--- config.mk ---
export PLATFORM = sky130hd
export DESIGN_NAME = if_fetch_unit
export DESIGN_NICKNAME = d
export VERILOG_FILES = /design/src/rtl/if_fetch_unit.sv
export SDC_FILE = /design/constraint.sdc
export NUM_CORES = 1
export LEC_CHECK = 0
export BUFFER_PORTS_ARGS = -buffer_cell sky130_fd_sc_hd__buf_4
export CAP_MARGIN = 5
export CORE_ASPECT_RATIO = 1.75
export CORE_MARGIN = 2
export CORE_UTILIZATION = 52
export DETAILED_ROUTE_END_ITERATION = 10
export HOLD_SLACK_MARGIN = 0.1
export PLACE_DENSITY = 0.8
export SLEW_MARGIN = 40
export SYNTH_ARGS = -nofsm -noshare
export SYNTH_HDL_FRONTEND = slang
export SYNTH_SLANG_ARGS = --single-unit
--- constraint.sdc ---
create_clock -name clk -period 2.02 [get_ports clk]
set_input_delay 0.101 -clock clk [delete_from_list [all_inputs] [get_ports clk]]
set_output_delay 0.101 -clock clk [all_outputs]
set_load 0.01 [all_outputs]
--- src/rtl/if_fetch_unit.sv ---
// ============================================================================
// Module   : if_fetch_unit
// Purpose  : IF stage. Owns the PC, fetches over req/ack and presents IF->ID.
// Option   : define IF_PREFETCH_EN for overlapped fetch with a 1-entry skid.
// Revision : 1.0  initial release
// ============================================================================
`default_nettype none

`ifndef INST_TYPE_NONE
`define INST_TYPE_NONE   4'd0
`define INST_TYPE_ALU_R  4'd1
`define INST_TYPE_ALU_I  4'd2
`define INST_TYPE_LOAD   4'd3
`define INST_TYPE_STORE  4'd4
`define INST_TYPE_BRANCH 4'd5
`define INST_TYPE_JUMP   4'd6
`define INST_TYPE_OTHER  4'd7
`endif

module if_fetch_unit #(
  parameter logic [31:0] RESET_PC    = 32'h0000_0000,
  parameter int unsigned ACK_TIMEOUT = 15
) (
  input  logic        clk,
  input  logic        rst,
  input  logic        cu_wpcir,
  input  logic        cu_branch,
  input  logic [31:0] ID_new_pc,
  output logic        imem_req,
  output logic [31:0] imem_addr,
  input  logic        imem_ack,
  input  logic [31:0] imem_rdata,
  output logic [31:0] if_inst,
  output logic [31:0] if_pc4,
  output logic [3:0]  IF_ins_type,
  output logic [3:0]  IF_ins_number,
  output logic        fetch_err
);

  typedef enum logic [1:0] {
    S_IDLE  = 2'd0,
    S_FETCH = 2'd1,
    S_HOLD  = 2'd2
  } state_t;

  localparam logic [3:0] c_timeout_last = 4'(ACK_TIMEOUT - 1);

  state_t      r_state;
  logic [31:0] r_pc, r_req_addr, r_inst, r_pc4;
  logic [3:0]  r_type, r_num, r_wait_cnt;
  logic        r_req, r_out_valid, r_drop, r_err;
`ifdef IF_PREFETCH_EN
  logic        r_skid_valid;
  logic [31:0] r_skid_inst, r_skid_pc4;
  logic [3:0]  r_skid_type;
`endif

  logic        w_ack, w_consume;
  logic [31:0] w_addr4;
  logic [3:0]  w_rtype;

  assign w_ack     = r_req & imem_ack;
  assign w_consume = r_out_valid & ~cu_wpcir & ~cu_branch;
  assign w_addr4   = r_req_addr + 32'd4;

  always_comb begin
    w_rtype = `INST_TYPE_OTHER;
    casez (imem_rdata[31:26])
      6'b000000: w_rtype = `INST_TYPE_ALU_R;
      6'b001???: w_rtype = `INST_TYPE_ALU_I;
      6'b100011: w_rtype = `INST_TYPE_LOAD;
      6'b101011: w_rtype = `INST_TYPE_STORE;
      6'b00010?: w_rtype = `INST_TYPE_BRANCH;
      6'b00001?: w_rtype = `INST_TYPE_JUMP;
      default:   w_rtype = `INST_TYPE_OTHER;
    endcase
  end

  always_ff @(posedge clk) begin
    if (rst) begin
      r_state     <= S_IDLE;
      r_pc        <= RESET_PC;
      r_req_addr  <= RESET_PC;
      r_req       <= 1'b0;
      r_inst      <= '0;
      r_pc4       <= '0;
      r_type      <= `INST_TYPE_NONE;
      r_num       <= '0;
      r_out_valid <= 1'b0;
      r_err       <= 1'b0;
      r_drop      <= 1'b0;
      r_wait_cnt  <= '0;
`ifdef IF_PREFETCH_EN
      r_skid_valid <= 1'b0;
      r_skid_inst  <= '0;
      r_skid_pc4   <= '0;
      r_skid_type  <= `INST_TYPE_NONE;
`endif
    end else begin
      if (r_state == S_FETCH && !w_ack && !cu_branch) begin
        if (r_wait_cnt != 4'hF) r_wait_cnt <= r_wait_cnt + 4'd1;
        if (r_wait_cnt >= c_timeout_last) r_err <= 1'b1;
      end else begin
        r_wait_cnt <= '0;
      end

      if (w_consume) r_num <= r_num + 4'd1;
      // Default to a bubble; loads further down override it.
      if (w_consume || cu_branch) begin
        r_out_valid <= 1'b0;
        r_inst      <= '0;
        r_type      <= `INST_TYPE_NONE;
      end
      if (cu_branch) r_pc <= ID_new_pc;

      case (r_state)
        S_IDLE: begin
          r_state    <= S_FETCH;
          r_req      <= 1'b1;
          r_req_addr <= cu_branch ? ID_new_pc : r_pc;
        end

        S_FETCH: begin
          if (w_ack) begin
            if (cu_branch || r_drop) begin
              r_drop     <= 1'b0;
              r_req_addr <= cu_branch ? ID_new_pc : r_pc;
            end else begin
              r_inst      <= imem_rdata;
              r_pc4       <= w_addr4;
              r_type      <= w_rtype;
              r_out_valid <= 1'b1;
              r_pc        <= w_addr4;
              r_state     <= S_HOLD;
`ifdef IF_PREFETCH_EN
              r_req_addr  <= w_addr4;
`else
              r_req       <= 1'b0;
`endif
            end
          end else if (cu_branch) begin
            r_drop <= 1'b1;
          end
        end

        S_HOLD: begin
`ifdef IF_PREFETCH_EN
          if (cu_branch) begin
            r_skid_valid <= 1'b0;
            r_state      <= S_FETCH;
            r_req        <= 1'b1;
            // An outstanding request keeps its address; its late ack is dropped.
            if (r_req && !imem_ack) r_drop <= 1'b1;
            else                    r_req_addr <= ID_new_pc;
          end else if (w_ack) begin
            r_pc <= w_addr4;
            if (w_consume) begin
              r_inst      <= imem_rdata;
              r_pc4       <= w_addr4;
              r_type      <= w_rtype;
              r_out_valid <= 1'b1;
              r_req_addr  <= w_addr4;
            end else begin
              r_skid_valid <= 1'b1;
              r_skid_inst  <= imem_rdata;
              r_skid_pc4   <= w_addr4;
              r_skid_type  <= w_rtype;
              r_req        <= 1'b0;
            end
          end else if (w_consume) begin
            if (r_skid_valid) begin
              r_inst       <= r_skid_inst;
              r_pc4        <= r_skid_pc4;
              r_type       <= r_skid_type;
              r_out_valid  <= 1'b1;
              r_skid_valid <= 1'b0;
              r_req        <= 1'b1;
              r_req_addr   <= r_pc;
            end else begin
              r_state <= S_FETCH;
              r_req   <= 1'b1;
            end
          end
`else
          if (cu_branch) begin
            r_state    <= S_FETCH;
            r_req      <= 1'b1;
            r_req_addr <= ID_new_pc;
          end else if (w_consume) begin
            r_state    <= S_FETCH;
            r_req      <= 1'b1;
            r_req_addr <= r_pc;
          end
`endif
        end

        default: begin
          r_state <= S_IDLE;
          r_req   <= 1'b0;
        end
      endcase
    end
  end

  assign imem_req      = r_req;
  assign imem_addr     = r_req_addr;
  assign if_inst       = r_inst;
  assign if_pc4        = r_pc4;
  assign IF_ins_type   = r_type;
  assign IF_ins_number = r_num;
  assign fetch_err     = r_err;

endmodule

`default_nettype wire

# After elaboration in Yosys (flattened, before gate mapping)
# Cells that the tools add are included.
[totals]
elab_cells = 87
latch_bits = 0
memories = 0
mem_bits_ro = 0
reg_bits = 146
ramBits = 0
[classes]
bitwise = 7
n_eq_ne = 13
multipliers = 0
shift = 0
order_cmp = 1
muxes = 35
reduce_logical = 16
add_sub_neg = 3
div = 0
[ops]
columns = ["op", "n"]
rows = [
  ["$mux W32", 12],
  ["$pmux W32 S3", 1],
  ["$add A32 B3 Y32 const B", 1],
  ["$pmux W3 S6", 1],
  ["$mux W4", 4],
  ["$eq A6 B6 Y1 const B", 2],
  ["$mux W1", 11],
  ["$reduce_and A3 Y1", 3],
  ["$add A4 B1 Y4 const B", 2],
  ["$mux W2", 4],
  ["$logic_not A6 Y1", 1],
  ["$pmux W2 S3", 1],
  ["$eq A5 B1 Y1 const B", 1],
  ["$eq A5 B2 Y1 const B", 1],
  ["$ge A4 B4 Y1 const B", 1],
  ["$ne A2 B1 Y1 const B", 2],
  ["$ne A2 B2 Y1 const B", 2],
  ["$ne A4 B4 Y1 const B", 1],
  ["$not A1 Y1", 4],
  ["$reduce_and A4 Y1", 1],
  ["$and A1 B1 Y1", 3],
  ["$eq A3 B1 Y1 const B", 1],
  ["$ne A3 B3 Y1 const B", 1],
  ["$pmux W1 S3", 1],
  ["other kinds (10)", 13],
]

# Logic depth before layout (Yosys ltp)
[depth]
depth_word = 8
depth_mapped = 8
ltp_nobuf = 6

# Worst setup path after synthesis
# Ideal clock, no wire load.
[synth_path]
path_type = "flip-flop to flip-flop"
startpoint = "register r_req_addr[11], in the netlist imem_addr[11]"
endpoint = "register r_pc4[31], in the netlist if_pc4[31]"
path_buffers = 1
t_arrival_ns = 1.663
setup_ns = 0.132
stages_incl_launch_ff = 7
slack_ns = 0.225
cell_sequence = "dfxtp_1 nand4_4 nor4_4 buf_6 nand4_1 a21oi_1 nor3_1"
[synth_between]
elab_chain_len = 1
[synth_rtl]
columns = ["item", "line_no", "source"]
rows = [
  ["start: declaration", "49", "logic [31:0] r_pc, r_req_addr, r_inst, r_pc4;"],
  ["start signal: assignment", "120", "r_req_addr <= cu_branch ? ID_new_pc : r_pc;"],
  ["start signal: assignment", "127", "r_req_addr <= cu_branch ? ID_new_pc : r_pc;"],
  ["start signal: assignment", "188", "r_req_addr <= ID_new_pc;"],
  ["$add A32 B3 Y32", "64", "assign w_addr4 = r_req_addr + 32'd4;"],
  ["end signal: assignment", "130", "r_pc4 <= w_addr4;"],
  ["end: declaration", "49", ""],
]
# No other way between the ends.
# A chain may end at the register's enable or synchronous reset.

# Worst setup path after layout
[layout_path]
startpoint = "register r_req_addr[6], in the netlist imem_addr[6]"
endpoint = "register r_pc4[20], in the netlist if_pc4[20]"
# Same word-level chain as after synthesis.

==> run metrics <==
combinational share of power=0.130; Int Pwr=between 5 and 6 mW; Final GP Congestion=between 0.8 and 0.9; total track usage=0.293; Synth top area share=0.474; Final #Nets=985; Syn Nets=just under 800; CTS Buf Count=17; vias=between 6000 and 7000; Final Cycle Share=0.943; Design Area, Final=just under 0.009 sq mm; Clk Latency, worst-skew pair=420 ps; routed length per instance=~18 microns; fill count=between 700 and 800; Initial DRC Count=~350; worst r2r src=imem_addr[6]$_SDFFE_PP0P_; Synth Warn #=0; die width=around 86 microns; Synth Cell Area=just over 0.006 sq mm; Cells after Synth=roughly 700; worst setup path class=register to register; hold_sp=ID_new_pc[27]; NetSw=~1.7 mW; # DRC=0; CTS Buffer Depth=2; syn_area_per_cell=8.83 sq um; Yosys top cell by area=dfxtp_1; total gr overflow=0; Required @ worst endpoint=between 2000 and 2500 ps; routed wire length=18600 microns; Worst Setup SP=imem_addr[6]$_SDFFE_PP0P_; site row count=between 50 and 60; final setup vio count=0; Critical Path AT=around 2200 ps; clock power share=0.418; fin crit period=about 1900 ps; most frequent cells in the layout=buf_4, dfxtp_1, nor2_1; Die ar.=roughly 0.013 sq mm; Fin. Hold Viols=0; Initial Utilization=0.533; global-route wire length before repair=around 30000 microns; area growth from synthesis to layout=41.4%; synthesis-stage register bit count=~150; maxcap violations=0; Clock transition at path regs=60 ps; Worst setup EP type=register; setup TNS=0 ps; largest net degree at the start of global routing=81; initial antenna violation count=1; status=completed; vias in the first global route=between 6000 and 7000; DIE HEIGHT=148 microns; fin. max-slew vios=0; Worst slew margin=0.579; switching part of the total power=0.252; I/O pin count=approximately 180; H-Tree Level Count=4; Netlist cell types=54; DR vias/cell=5.83; CTS tree=yes; WHS=between 100 and 150 ps; placement-stage cell area=0.00766 sq mm; CTS root buffer=clkbuf_16; leak pwr=3.72 nW; Flop pwr share=0.452; crit path max fanout=7; Placeable Area=between 0.01 and 0.015 sq mm; first drt pass iteration count=5; Seq/Total Area, Yosys=0.474; Power Dens Cells=796 mW/mm^2; Synth area leaders=dfxtp_1, a211oi_1, nor2_1, mux2i_1, a21oi_1; Worst VDD drop=around 0.73 mV; Worst Hold Class=input port to register; RSZ-0062 raised after global routing=no; Post-DRT Antenna Nets=0; Worst setup SP type=register; share of cells above drive strength 1=0.272; Buffers on Ports=between 150 and 200; HPWL Detailed=~12000 microns; Fmax=between 500 and 600 MHz; commonest non-fill, non-tap cell in the layout=buf_4; clock sinks=146; Final Skew=approximately 9.6 ps; Least-Margin Pin Slew=between 600 and 700 ps
[worst max-delay path, stage by stage (launching register included)]
cell and delay [ps]:
dfxtp_1 470, nand4_4 230, nor4_4 360, buf_4 200, a21oi_1 80, nor3b_1 320, nor3_1 110
[logic make-up (layout without fill, tap and decap cells)]
kind of cell,count (synthesis),in the layout,share of synthesized area
buffers and inverters,64,288,0.0436
and+or+nand+nor,277,277,0.226
AOI/OAI and AO/OA,157,157,0.169
adders and majority gates,4,4,0.00811
muxes,34,34,0.0552
xor gates and xnor gates,17,17,0.0253
DFF,146,146,0.474
other,0,1,0
[path summary, 6_finish.rpt]
check	to	slack [ps]	cells past startpoint
max reg2reg	if_pc4[20]$_SDFFE_PP0P_	110	6
min	imem_addr[27]$_SDFFE_PP0P_	100	3
min reg2reg	if_inst[30]$_SDFF_PP0_	470	2
max	if_pc4[20]$_SDFFE_PP0P_	110	6
[flip-flops by register name, indices dropped and copies added (netlist names)]
register	count
IF_ins_type	4
r_wait_cnt	4
imem_addr	32
IF_ins_number	4
fetch_err	1
r_state	2
r_pc	32
r_out_valid	1
r_drop	1
if_inst	32
if_pc4	32
imem_req	1
[area by class of cell]
| cell class | count | area (sq um) | area share |
|---|---|---|---|
| well taps | 135 | 169 | 0.0194 |
| repair buffers | 250 | 2050 | 0.235 |
| clock inverters | 10 | 87.6 | 0.0100 |
| clock buffers | 20 | 457 | 0.0523 |
| diodes | 1 | 2.50 | 0.000287 |
| flip-flops and latches | 146 | 2920 | 0.335 |
| multi-input cells | 489 | 3000 | 0.344 |
| inverters | 8 | 30.0 | 0.00344 |
[repair_timing]
item / in CTS / in global routing
buffers inserted: 0 / 1
hold buffers: 49 / 0
setup endpoints to repair: 0 / 11
hold endpoints to repair: 56 / 0
gates resized for setup: 0 / 4
[synthesized netlist by cell type, drive strengths merged]
library cell  instances
dfxtp               146
nor2                 94
a21oi                65
a211oi               58
nand2                54
nand3                46
mux2i                34
clkbuf               32
nor3                 31
buf                  24
nand4                20
xor2                 11
a31o                 10
a21o                  9
inv                   7
xnor2                 6
and3                  5
and4                  5
nor3b                 5
nor4                  5
ha                    4
o21ai                 4
and2                  3
nor2b                 3
o31a                  3
a221oi                2
a311oi                1
a31oi                 1
and4b                 1
clkinv                1
nand2b                1
nand3b                1
nand4b                1
o211ai                1
o21ba                 1
o22ai                 1
o31ai                 1
or2                   1
or3                   1
[per-layer routing]
metal  vias to the layer above  track usage  share of wire
met5                         -            0              0
met4                         0        0.155          0.046
met3                        67       0.0749          0.056
met2                       236        0.520           0.53
met1                      2939        0.311           0.36
li1                       2934            -              -
[per-stage QoR]
step	power (mW)	setup WS, ps	util	cells
global placement	3.97	225	0.662	978
global route	7.17	16.4	0.753	1059
finish	6.95	114	0.753	1059
detailed placement	4.00	128	0.662	978
floorplan	3.61	225	-	699
CTS	6.96	35.3	0.751	1057
[power by group through the flow]
stage          Clock, mW  Sequential (mW)  Combinational (mW)
2_1_floorplan          0             3.21               0.392
3_3_place_gp           0             3.19               0.782
3_5_place_dp           0             3.19               0.807
4_1_cts             2.93             3.13               0.893
5_1_grt             3.04             3.15               0.973
6_report            2.91             3.14               0.900
(Power assumes the default switching activity.)
